===== config.mk =====
export PLATFORM = sky130hd
export DESIGN_NAME = load_store_unit_flat
export DESIGN_NICKNAME = d
export VERILOG_FILES = /design/src/rtl/lsu_pkg.sv /design/src/rtl/load_store_unit_if.sv /design/src/rtl/load_align.sv /design/src/rtl/load_store_unit.sv /design/src/flat_wrapper.sv
export SDC_FILE = /design/constraint.sdc
export NUM_CORES = 1
export LEC_CHECK = 0
export BUFFER_PORTS_ARGS = -buffer_cell sky130_fd_sc_hd__buf_2
export CAP_MARGIN = 15
export CORE_UTILIZATION = 50
export CTS_CLUSTER_SIZE = 25
export DETAILED_ROUTE_END_ITERATION = 12
export PLACE_DENSITY_LB_ADDON = 0.1
export SYNTH_ARGS = -nofsm -noshare
export SYNTH_HDL_FRONTEND = slang
export SYNTH_SLANG_ARGS = --single-unit
export TNS_END_PERCENT = 50

===== constraint.sdc =====
create_clock -name clk -period 5.4 [get_ports clk]
set_clock_uncertainty 0.1 [all_clocks]
set_input_delay 1.62 -clock clk [delete_from_list [all_inputs] [get_ports clk]]
set_output_delay 1.62 -clock clk [all_outputs]
set_load 0.02 [all_outputs]

===== src/rtl/lsu_pkg.sv =====
// Shared funct3 encodings, FSM states and access-legality helpers for the load/store unit.
// Purely declarative; no logic of its own.
package lsu_pkg;

    localparam logic [2:0] F3_B  = 3'b000;
    localparam logic [2:0] F3_H  = 3'b001;
    localparam logic [2:0] F3_W  = 3'b010;
    localparam logic [2:0] F3_BU = 3'b100;
    localparam logic [2:0] F3_HU = 3'b101;

    typedef enum logic [1:0] {
        IDLE = 2'd0,
        BUSY = 2'd1,
        DONE = 2'd2
    } lsu_state_e;

    function automatic logic f3_legal(input logic [2:0] f3, input logic is_store);
        logic ok;
        if (is_store) ok = (f3 == F3_B) || (f3 == F3_H) || (f3 == F3_W);
        else          ok = (f3 == F3_B) || (f3 == F3_H) || (f3 == F3_W) ||
                           (f3 == F3_BU) || (f3 == F3_HU);
        return ok;
    endfunction

    // Size lives in funct3[1:0]; the sign bit does not affect alignment.
    function automatic logic f3_misaligned(input logic [2:0] f3, input logic [1:0] off);
        logic mis;
        mis = 1'b0;
        if (f3[1:0] == 2'b01) mis = off[0];
        if (f3[1:0] == 2'b10) mis = (off != 2'b00);
        return mis;
    endfunction

endpackage


===== src/rtl/load_store_unit_if.sv =====
// Pipeline-side request/response and data-memory bus of the load/store unit.
// slave = the LSU; master = the pipeline plus memory that surround it.
interface load_store_unit_if #(
    parameter int XLEN = 32
);
    logic            req_valid;
    logic            mem_read;
    logic            mem_write;
    logic [2:0]      funct3;
    logic [XLEN-1:0] addr;
    logic [XLEN-1:0] store_data;
    logic            stall;
    logic            done;
    logic [XLEN-1:0] load_data;
    logic            misaligned;
    logic            fault;
    logic            dmem_req;
    logic            dmem_we;
    logic [XLEN-1:0] dmem_addr;
    logic [XLEN-1:0] dmem_wdata;
    logic [3:0]      dmem_be;
    logic [XLEN-1:0] dmem_rdata;
    logic            dmem_ready;

    modport slave (
        input  req_valid, mem_read, mem_write, funct3, addr, store_data,
        input  dmem_rdata, dmem_ready,
        output stall, done, load_data, misaligned, fault,
        output dmem_req, dmem_we, dmem_addr, dmem_wdata, dmem_be
    );

    modport master (
        output req_valid, mem_read, mem_write, funct3, addr, store_data,
        output dmem_rdata, dmem_ready,
        input  stall, done, load_data, misaligned, fault,
        input  dmem_req, dmem_we, dmem_addr, dmem_wdata, dmem_be
    );
endinterface


===== src/rtl/load_align.sv =====
// Picks the addressed byte/half out of a read word and sign- or zero-extends it.
// Combinational; unknown funct3 yields zero.
module load_align
    import lsu_pkg::*;
#(
    parameter int XLEN = 32
) (
    input  logic [XLEN-1:0] i_rdata,
    input  logic [1:0]      i_off,
    input  logic [2:0]      i_funct3,
    output logic [XLEN-1:0] o_data
);
    logic [XLEN-1:0] w_shifted;
    logic [7:0]      w_byte;
    logic [15:0]     w_half;

    assign w_shifted = i_rdata >> {i_off, 3'b000};
    assign w_byte    = w_shifted[7:0];
    assign w_half    = i_off[1] ? i_rdata[31:16] : i_rdata[15:0];

    always_comb begin
        o_data = '0;
        case (i_funct3)
            F3_B:    o_data = {{(XLEN-8){w_byte[7]}}, w_byte};
            F3_BU:   o_data = {{(XLEN-8){1'b0}}, w_byte};
            F3_H:    o_data = {{(XLEN-16){w_half[15]}}, w_half};
            F3_HU:   o_data = {{(XLEN-16){1'b0}}, w_half};
            F3_W:    o_data = i_rdata;
            default: o_data = '0;
        endcase
    end
endmodule


===== src/rtl/load_store_unit.sv =====
// Memory-stage load/store unit: one handshaked word access per request, stalling the pipe meanwhile.
// Done pulses >=2 cycles after accept (1 on an access error); a silent memory faults after TIMEOUT_CYCLES.
module load_store_unit
    import lsu_pkg::*;
#(
    parameter int XLEN           = 32,
    parameter int TIMEOUT_CYCLES = 15
) (
    input  logic             clk,
    input  logic             reset,
    load_store_unit_if.slave bus
);
    localparam int              CW      = $clog2(TIMEOUT_CYCLES) + 1;
    localparam logic [CW-1:0]   CNT_MAX = CW'(TIMEOUT_CYCLES - 1);

    lsu_state_e      r_state, w_state_nxt;
    logic [XLEN-1:0] r_addr;
    logic [2:0]      r_funct3;
    logic            r_we;
    logic [XLEN-1:0] r_wdata;
    logic [XLEN-1:0] r_load_data;
    logic            r_misaligned;
    logic            r_fault;
    logic [CW-1:0]   r_cnt;

    logic            w_accept;
    logic            w_fault_in;
    logic            w_mis_in;
    logic            w_timeout;
    logic [XLEN-1:0] w_lanes;
    logic [XLEN-1:0] w_align;
    logic [3:0]      w_be;

    assign w_accept   = ~reset && (r_state == IDLE) && bus.req_valid &&
                        (bus.mem_read || bus.mem_write);
    assign w_fault_in = (bus.mem_read && bus.mem_write) ||
                        !f3_legal(bus.funct3, bus.mem_write);
    assign w_mis_in   = !w_fault_in && f3_misaligned(bus.funct3, bus.addr[1:0]);
    assign w_timeout  = (r_state == BUSY) && !bus.dmem_ready && (r_cnt == CNT_MAX);

    always_comb begin
        w_lanes = bus.store_data;
        case (bus.funct3[1:0])
            2'b00:   w_lanes = {(XLEN/8){bus.store_data[7:0]}};
            2'b01:   w_lanes = {(XLEN/16){bus.store_data[15:0]}};
            default: w_lanes = bus.store_data;
        endcase
    end

    always_comb begin
        w_be = 4'b1111;
        if (r_we) begin
            case (r_funct3[1:0])
                2'b00:   w_be = 4'b0001 << r_addr[1:0];
                2'b01:   w_be = 4'b0011 << r_addr[1:0];
                default: w_be = 4'b1111;
            endcase
        end
    end

    load_align #(.XLEN(XLEN)) u_align (
        .i_rdata  (bus.dmem_rdata),
        .i_off    (r_addr[1:0]),
        .i_funct3 (r_funct3),
        .o_data   (w_align)
    );

    always_ff @(posedge clk or posedge reset) begin
        if (reset) r_state <= IDLE;
        else       r_state <= w_state_nxt;
    end

    always_comb begin
        w_state_nxt    = r_state;
        bus.stall      = 1'b0;
        bus.done       = 1'b0;
        bus.load_data  = '0;
        bus.misaligned = 1'b0;
        bus.fault      = 1'b0;
        bus.dmem_req   = 1'b0;
        bus.dmem_we    = 1'b0;
        bus.dmem_addr  = '0;
        bus.dmem_wdata = '0;
        bus.dmem_be    = 4'b0000;
        case (r_state)
            IDLE: begin
                if (w_accept) begin
                    bus.stall   = 1'b1;
                    w_state_nxt = (w_fault_in || w_mis_in) ? DONE : BUSY;
                end
            end
            BUSY: begin
                bus.stall      = 1'b1;
                bus.dmem_req   = 1'b1;
                bus.dmem_we    = r_we;
                bus.dmem_addr  = {r_addr[XLEN-1:2], 2'b00};
                bus.dmem_wdata = r_we ? r_wdata : '0;
                bus.dmem_be    = w_be;
                if (bus.dmem_ready || w_timeout) w_state_nxt = DONE;
            end
            DONE: begin
                bus.done       = 1'b1;
                bus.load_data  = r_load_data;
                bus.misaligned = r_misaligned;
                bus.fault      = r_fault;
                w_state_nxt    = IDLE;
            end
            default: w_state_nxt = IDLE;
        endcase
    end

    always_ff @(posedge clk or posedge reset) begin
        if (reset) begin
            r_addr       <= '0;
            r_funct3     <= '0;
            r_we         <= 1'b0;
            r_wdata      <= '0;
            r_load_data  <= '0;
            r_misaligned <= 1'b0;
            r_fault      <= 1'b0;
            r_cnt        <= '0;
        end else if (w_accept) begin
            r_addr       <= bus.addr;
            r_funct3     <= bus.funct3;
            r_we         <= bus.mem_write && !bus.mem_read;
            r_wdata      <= w_lanes;
            r_load_data  <= '0;
            r_misaligned <= w_mis_in;
            r_fault      <= w_fault_in;
            r_cnt        <= '0;
        end else if (r_state == BUSY) begin
            if (bus.dmem_ready) begin
                r_cnt <= '0;
                if (!r_we) r_load_data <= w_align;
            end else if (w_timeout) begin
                r_fault <= 1'b1;
                r_cnt   <= '0;
            end else begin
                r_cnt <= r_cnt + 1'b1;
            end
        end
    end
endmodule


===== src/flat_wrapper.sv =====
// flat-port wrapper written by rule: the top's interface ports become plain ports
module load_store_unit_flat import lsu_pkg::*;
#(
    parameter int XLEN           = 32,
    parameter int TIMEOUT_CYCLES = 15
)
  (clk, reset, bus_req_valid, bus_mem_read, bus_mem_write, bus_funct3, bus_addr, bus_store_data, bus_dmem_rdata, bus_dmem_ready, bus_stall, bus_done, bus_load_data, bus_misaligned, bus_fault, bus_dmem_req, bus_dmem_we, bus_dmem_addr, bus_dmem_wdata, bus_dmem_be);
  load_store_unit_if #(.XLEN(XLEN)) bus_i ();
  input  logic clk;
  input  logic reset;
  input wire logic [$bits(bus_i.req_valid)-1:0] bus_req_valid;
  input wire logic [$bits(bus_i.mem_read)-1:0] bus_mem_read;
  input wire logic [$bits(bus_i.mem_write)-1:0] bus_mem_write;
  input wire logic [$bits(bus_i.funct3)-1:0] bus_funct3;
  input wire logic [$bits(bus_i.addr)-1:0] bus_addr;
  input wire logic [$bits(bus_i.store_data)-1:0] bus_store_data;
  input wire logic [$bits(bus_i.dmem_rdata)-1:0] bus_dmem_rdata;
  input wire logic [$bits(bus_i.dmem_ready)-1:0] bus_dmem_ready;
  output wire logic [$bits(bus_i.stall)-1:0] bus_stall;
  output wire logic [$bits(bus_i.done)-1:0] bus_done;
  output wire logic [$bits(bus_i.load_data)-1:0] bus_load_data;
  output wire logic [$bits(bus_i.misaligned)-1:0] bus_misaligned;
  output wire logic [$bits(bus_i.fault)-1:0] bus_fault;
  output wire logic [$bits(bus_i.dmem_req)-1:0] bus_dmem_req;
  output wire logic [$bits(bus_i.dmem_we)-1:0] bus_dmem_we;
  output wire logic [$bits(bus_i.dmem_addr)-1:0] bus_dmem_addr;
  output wire logic [$bits(bus_i.dmem_wdata)-1:0] bus_dmem_wdata;
  output wire logic [$bits(bus_i.dmem_be)-1:0] bus_dmem_be;
  assign bus_i.req_valid = bus_req_valid;
  assign bus_i.mem_read = bus_mem_read;
  assign bus_i.mem_write = bus_mem_write;
  assign bus_i.funct3 = bus_funct3;
  assign bus_i.addr = bus_addr;
  assign bus_i.store_data = bus_store_data;
  assign bus_i.dmem_rdata = bus_dmem_rdata;
  assign bus_i.dmem_ready = bus_dmem_ready;
  assign bus_stall = bus_i.stall;
  assign bus_done = bus_i.done;
  assign bus_load_data = bus_i.load_data;
  assign bus_misaligned = bus_i.misaligned;
  assign bus_fault = bus_i.fault;
  assign bus_dmem_req = bus_i.dmem_req;
  assign bus_dmem_we = bus_i.dmem_we;
  assign bus_dmem_addr = bus_i.dmem_addr;
  assign bus_dmem_wdata = bus_i.dmem_wdata;
  assign bus_dmem_be = bus_i.dmem_be;
  load_store_unit #(.XLEN(XLEN), .TIMEOUT_CYCLES(TIMEOUT_CYCLES)) u_core (.clk(clk), .reset(reset), .bus(bus_i));
endmodule

; ---- Word-level counts from Yosys, hierarchy flattened
; Cells that the tools add are included.
[word_totals]
wordCells = 100
output_inout_bits = 106
reg_bits = 109
input_bits = 105
[classes]
n_shift = 3
eq_ne = 18
addsub = 1
n_bitwise = 1
n_reduce_logical = 32
muxes = 36
[op_table]
columns = cell, n
row1 = two-way mux 32 bit, 8
row2 = case mux 32 bit (5 select lines), 1
row3 = case mux 32 bit (2 select lines), 1
row4 = right shift 32 x 5 -> 8 bit, 1
row5 = two-way mux 5 bit, 4
row6 = two-way mux 16 bit, 1
row7 = two-way mux 1 bit, 13
row8 = "== test 3 bit, second input constant", 4
row9 = logical AND 1 bit, 8
row10 = logical OR 1 bit, 8
row11 = two-way mux 4 bit, 2
row12 = case mux 4 bit (2 select lines), 1
row13 = nonzero test 2 bit, 4
row14 = "== test 2 x 1 -> 1 bit, second input constant", 3
row15 = "== test 3 x 1 -> 1 bit, second input constant", 2
row16 = "== test 3 x 2 -> 1 bit, second input constant", 2
row17 = logical NOT 2 bit, 3
row18 = logical NOT 3 bit, 2
row19 = two-way mux 2 bit, 3
row20 = AND reduction 3 bit, 2
row21 = "adder 5 x 1 -> 5 bit, second input constant", 1
row22 = "== test 5 x 4 -> 1 bit, second input constant", 1
row23 = "== test 2 bit, second input constant", 2
row24 = logical NOT 1 bit, 4
row25 = other kinds (8), 10

; ---- Logic depth before layout (Yosys ltp)
; Gate-level depths: netlist of the first run.
[depth]
ltp_word = 14
mapped_depth = 7
ltp_nobuf = 6

; ---- Hierarchy
; A second synthesis of the first run with hierarchy kept.
[hier_totals]
cells_unflattened = 740
area_unflattened_um2 = 6167.2
[modules_own_cells]
columns = module, n_inst, area_per_inst_um2, cells_per_inst, seq_area_each_um2
row1 = load_store_unit, 1, 5345.1, 629, 2727.6
row2 = load_align, 1, 822.0, 111, 0.0

; ---- Worst setup path after synthesis of the first run
; Ideal clock, no wire load.
[synth_timing]
path_kind = input to output
from = input bus_mem_write
to = output bus_stall
arrival_time_ns = 2.465
path_slack_ns = 1.215
t_required_ns = 3.680
path_buffers = 1
stages = 4
path_cell_list = or2_0 > clkbuf_1 > a31oi_1 > inv_1
[synth_via]
elab_chain_cells = 4
[synth_lines]
columns = item, line_no
row1 = start: declaration, flat_wrapper.sv:13  ; input wire logic [$bits(bus_i.mem_write)-1:0] bus_mem_write;
row2 = logical OR 1 bit, load_store_unit.sv:35  ; (bus.mem_read || bus.mem_write);
row3 = logical AND 1 bit, load_store_unit.sv:34  ; assign w_accept = ~reset && (r_state == IDLE) && bus.req_valid &&
row4 = two-way mux 1 bit, load_store_unit.sv:87  ; if (w_accept) begin
row5 = case mux 1 bit (2 select lines), load_store_unit.sv:85  ; case (r_state)
row6 = end: declaration, flat_wrapper.sv:19  ; output wire logic [$bits(bus_i.stall)-1:0] bus_stall;
; No other way between the ends.

; ---- Worst setup path after layout of the first run
; Same ends and word-level chain as after synthesis.

==> impl_metrics.yaml, run 1 <==
sta:
  finalCriticalPeriod_ns: 4.489
  setup_viol: 0
  slew_violations: 0
  slew_headroom: 0.3076
  hold_violations: 0
  tns_ns: 0
  tightest_slew_ns: 1.039
  timing.final.crit_share: 0.8313
  fmax_mhz: 222.8
  rsz0062_at_grt: "no"
yosys:
  seq_area_frac_synth: 0.4712
  synthTopCellsByCount: "nand2_1, dfrtp_1, and2_1"
  synthFlopType: "dfrtp_1"
  syn_area_per_cell_um2: 8.946
  yosys-top-cells-area: "dfrtp_1, nand2_1, and2_1, mux2i_1, and3_1"
  synth.most_common_cell: "nand2_1"
  netlist_instances: 647
  ys_seq_elements: 109
  syn_area_mm2: 0.005788
  yosysTopAreaCell: "dfrtp_1"
  async_reset_ff_frac: 1.000
  synth_top_area_frac: 0.4712
  synth_cell_types: 43
  synth-edff-count: 0
  yosysWarnings: 0
power:
  internal-power_uw: 1494
  switching_share: 0.3150
  ir_drop_mv: 0.2530
  power_switching_uw: 687.0
  pwr-share-clk: 0.292
  leakage_uw: 0.004041
  combPwrFrac: 0.215
  power_frac_seq: 0.493
  power.density_mw_per_mm2: 303.6
detailed_routing:
  first_iter_violations: 338
  routedWlPerCell_um: 16.27
  via_per_inst: 5.442
  first_pass_iters: 6
  via_count: 5273
  drc_errors: 0
  drt_wl_total_um: 15770
  ant_nets: 0
critical_path:
  startpoint_type: "input pin"
  worstPathRequired_ns: 3.68
  worstSetupPathType: "in2out"
  path_max_fanout: 6
  cp.arrival_ns: 2.77
  cp-end-kind: "output pin"
die:
  die_x_um: 109.6
  dieArea_mm2: 0.01201
  ioPinCount: 211
  rows: 38
  die_h_um: 109.6
  core_area_mm2: 0.01108
  start_util: 0.5225
clocking:
  postCtsSetupBuffers: 0
  cts_htree_levels: 3
  cts_tree: "done"
  cts_root_buffer: "clkbuf_16"
  cts_buffer_depth: 2
  clkSinkCount: 109
  cts_buffers: 9
  clkTransAtPathRegs_ns: 0.07
  cts_resized: 0
  clk_latency_ns: 0.35
  cts_hold_buf: 0
grt:
  grt_first_pass_wirelength_um: 24360
  grtUsageTotal: 0.2669
  antenna_found_initial: 0
  grt_max_degree: 89
  grt_pass1_vias: 4968
  grt-ovfl-total: 0
placed_design:
  hpwl_um: 10910
  post_dp_cell_area_mm2: 0.006870
  globalplace.congestion: 0.8847
  numPortBuffers: 208
layout:
  diodes: 0
  fillers: 968
  finalNetCount: 931
  area.growth.synth_to_final_pct: 24.12
  fin_area_mm2: 0.007184
  drive_gt1_frac: 0.3100
hold_path:
  hold_class: "reg2reg"
job:
  drv_cap: 0
outcome:
  status: "complete, no violations"
## path summary, 6_finish.rpt
kind / startpoint / cells past startpoint / endpoint / slack [ns]
max in group asynchronous: reset / 4 / u_core.r_addr[12] / 3.00
setup / recovery: bus_mem_write / 5 / bus_stall / 0.91
hold / removal: u_core.r_load_data[10] / 1 / u_core.r_load_data[10] / 0.37
setup reg to reg: u_core.r_we / 5 / u_core.r_load_data[22] / 2.47
hold reg to reg: u_core.r_load_data[10] / 1 / u_core.r_load_data[10] / 0.37
min in group asynchronous: reset / 2 / u_core.r_wdata[22] / 1.17
## per-layer routing
metal / global-route usage / up-vias / wire length (µm)
li1: - / 2539 / -
met1: 0.3386 / 2506 / 6556
met2: 0.4232 / 201 / 7459
met3: 0.08773 / 27 / 1343
met4: 0.1029 / 0 / 408
met5: 0 / - / 0
## stage by stage
step | util | hold WS, ns | std cells | setup slack, ns | power, µW
after detailed placement | 0.6202 | 0.3546 | 952 | 0.9179 | 1554
final | 0.6485 | 0.3700 | 969 | 0.9109 | 2181
after global routing | 0.6485 | 0.3768 | 969 | 0.8592 | 2308
after CTS | 0.6460 | 0.3731 | 968 | 0.9165 | 2198
after global placement | 0.6202 | 0.3496 | 952 | 0.9606 | 1527
after floorplan | - | 0.3374 | 648 | 0.8061 | 1391
## final cells by class
| type | count | area, µm² | share of cell area |
|---|---|---|---|
| multi-input combinational | 482 | 2845 | 0.3960 |
| sequential | 109 | 2728 | 0.3797 |
| clock inverter | 6 | 47.55 | 0.006618 |
| timing repair buffer | 217 | 1129 | 0.1571 |
| clock buffer | 10 | 239.0 | 0.03326 |
| inverter | 5 | 21.27 | 0.002961 |
| tap | 140 | 175.2 | 0.02438 |
## cells by family after synthesis
| kind of cell | after synthesis | share of synthesized area |
|---|---|---|
| other | 1 | 0.0006479 |
| AO/OA/AOI/OAI | 113 | 0.1306 |
| AND/OR/NAND/NOR | 315 | 0.2607 |
| multiplexers | 48 | 0.08841 |
| flip-flops | 109 | 0.4713 |
| adder cells (fa/ha/maj) | 2 | 0.004323 |
| buffers and inverters | 57 | 0.04107 |
| XOR/XNOR | 2 | 0.003027 |
## critical path: stages
cell and delay [ns]:
buf_2 0.11, or2_0 0.34, a31oi_1 0.46, inv_1 0.07, buf_2 0.17
## registers in the layout (all words and copies together), names as in the netlist
register / cells
u_core.r_we: 1
u_core.r_funct3: 3
u_core.r_misaligned: 1
u_core.r_load_data: 32
u_core.r_fault: 1
u_core.r_state: 2
u_core.r_wdata: 32
u_core.r_addr: 32
u_core.r_cnt: 5
## layout by cell type, fill, tap and decap left out, types with 2 or more instances in the layout
| cell | count |
|---|---|
| a21o_1 | 8 |
| a21oi_1 | 22 |
| a221o_1 | 16 |
| a22oi_1 | 8 |
| a31oi_1 | 2 |
| a32oi_1 | 7 |
| and2_1 | 66 |
| and3_1 | 33 |
| buf_2 | 208 |
| buf_4 | 8 |
| clkbuf_16 | 9 |
| clkinv_4 | 3 |
| conb_1 | 2 |
| dfrtp_1 | 109 |
| ha_1 | 2 |
| inv_1 | 3 |
| mux2_2 | 15 |
| mux2i_1 | 32 |
| nand2_1 | 172 |
| nand2b_1 | 4 |
| nand3_1 | 2 |
| nand3b_1 | 2 |
| nand4b_1 | 2 |
| nor2_1 | 17 |
| nor2b_1 | 6 |
| nor3_1 | 3 |
| o21a_1 | 2 |
| o21ai_0 | 40 |
| o21ai_1 | 2 |
| or2_2 | 2 |
| or3_1 | 2 |
| xor2_1 | 2 |
## power by group through the flow
stage	Clock, µW	Sequential, µW	Combinational, µW
finish	637	1080	468
global route	687	1100	524
CTS	656	1070	468
detailed placement	0	1090	466
global placement	0	1080	448
floorplan	0	1030	356
Note: power is estimated with default switching activity, not from simulation.
==> run 2: changes to the inputs <==
CORE_UTILIZATION = 45   (was 50)
clock period = 3.9 ns   (was 5.4 ns; I/O delays follow)
==> impl_metrics.yaml, run 2 (same netlist as run 1, synthesis figures left out) <==
sta:
  finalCriticalPeriod_ns: 3.540
  hold_violations: 0
  setup_viol: 0
  tightest_slew_ns: 0.9770
  final.setup.worst_slack_ns: 0.3601
  slew_violations: 0
  fmax_mhz: 282.5
  slew_headroom: 0.3487
  tns_ns: 0
  timing.final.crit_share: 0.9077
  hold-worst-slack_ns: 0.3651
  rsz0062_at_grt: "no"
clocking:
  cts_buffer_depth: 2
  cts_root_buffer: "clkbuf_16"
  clkTransAtPathRegs_ns: 0.07
  cts_tree: "done"
  cts_hold_buf: 0
  cts_resized: 0
  cts_buffers: 9
  cts_htree_levels: 3
  clkSinkCount: 109
  clk_latency_ns: 0.34
  postCtsSetupBuffers: 0
critical_path:
  critPathTopFamily: "buffers and inverters"
  slowest_stage: "inv_2"
  cp_num_buf_inv: 3
  cp.arrival_ns: 2.27
  slowest_delay_ns: 0.69
  worstPathRequired_ns: 2.63
  startpoint_type: "flip-flop"
  worstSetupPathType: "reg2out"
  path_max_fanout: 65
  cp-end-kind: "output pin"
  crit_chain: "nand2b_1, inv_2, a31oi_1, inv_1, buf_2"
die:
  dieArea_mm2: 0.01332
  die_h_um: 115.4
  ioPinCount: 211
  start_util: 0.4605
  core_area_mm2: 0.01257
  die_x_um: 115.4
  rows: 41
placed_design:
  globalplace.congestion: 0.8357
  dp.cells: 986
  numPortBuffers: 208
  hpwl_um: 10770
  pre_cts_slack_ns: 0.4459
layout:
  fin_cells: 1000
  diodes: 0
  layout_common_cells: "buf_2, nand2_1, dfrtp_1"
  final_common_cell: "buf_2"
  top_regs: "u_core.r_addr: 32 flops, u_core.r_load_data: 32 flops, u_core.r_wdata: 32 flops"
  area.growth.synth_to_final_pct: 25.29
  fillers: 1156
  finalNetCount: 932
  drive_gt1_frac: 0.3080
power:
  ir_drop_mv: 0.1791
  internal-power_uw: 2160
  switching_share: 0.2972
  power_switching_uw: 913.6
  combPwrFrac: 0.210
  pwr-share-clk: 0.307
  power_frac_seq: 0.484
  total_power_uw: 3074
  leakage_uw: 0.004053
  power.density_mw_per_mm2: 423.9
grt:
  antenna_found_initial: 0
  grt_first_pass_wirelength_um: 25030
  grt_max_degree: 110
  grtUsageTotal: 0.2408
  grt_pass1_vias: 4925
  grt-ovfl-total: 0
job:
  drv_cap: 0
detailed_routing:
  ant_nets: 0
  drt_wl_total_um: 15530
  drc_errors: 0
  first_pass_iters: 4
  via_count: 5161
  routedWlPerCell_um: 15.53
  first_iter_violations: 368
  via_per_inst: 5.161
outcome:
  status: "complete, no violations"
hold_path:
  hold_class: "reg2reg"
-- run 2: tightest hold or removal path, cell delays in order (launching register included) --
cell	delay, ns
dfrtp_1	0.33
nand2_1	0.05
nand2_1	0.06
-- run 2: layout make-up --
type,count,area (µm²),area share
Tap cell,172,215.2,0.02968
Multi-Input combinational cell,482,2845,0.3923
Timing Repair Buffer,218,1141,0.1573
Inverter,5,22.52,0.003106
Sequential cell,109,2728,0.3761
Clock buffer,13,270.3,0.03727
Clock inverter,1,30.03,0.004141
-- run 2: final timing paths --
check	startpoint	to	slack (ns)	depth (start not counted)
worst max-delay path	u_core.r_state[1]	bus_stall	0.36	5
worst min-delay path	u_core.r_addr[19]	u_core.r_addr[19]	0.37	2
worst max register to register	u_core.r_we	u_core.r_load_data[26]	1.12	4
worst min register to register	u_core.r_addr[19]	u_core.r_addr[19]	0.37	2
max in group asynchronous	reset	u_core.r_addr[8]	2.34	3
min in group asynchronous	reset	u_core.r_wdata[23]	0.86	3
-- run 2: power groups by stage --
stage          registers (µW)  logic (µW)  clock network (µW)
2_1_floorplan            1430         493                   0
3_3_place_gp             1490         633                   0
3_5_place_dp             1500         651                   0
4_1_cts                  1490         652                 969
5_1_grt                  1520         728                1010
6_report                 1490         644                 943
-- run 2: stage by stage --
stage / cell area [µm²] / util
6_report: 7252 / 0.5770
5_1_grt: 7252 / 0.5770
4_1_cts: 7252 / 0.5770
3_5_place_dp: 6952 / 0.5531
3_3_place_gp: 6952 / 0.5531
2_1_floorplan: 5796 / -
-- run 2: layer usage --
layer  up-vias  share of wire  GRT usage
li1       2541              -          -
met2       184           0.46     0.3689
met1      2417           0.45     0.3428
met5         -              0          0
met3        19          0.062    0.03923
met4         0          0.020    0.09264
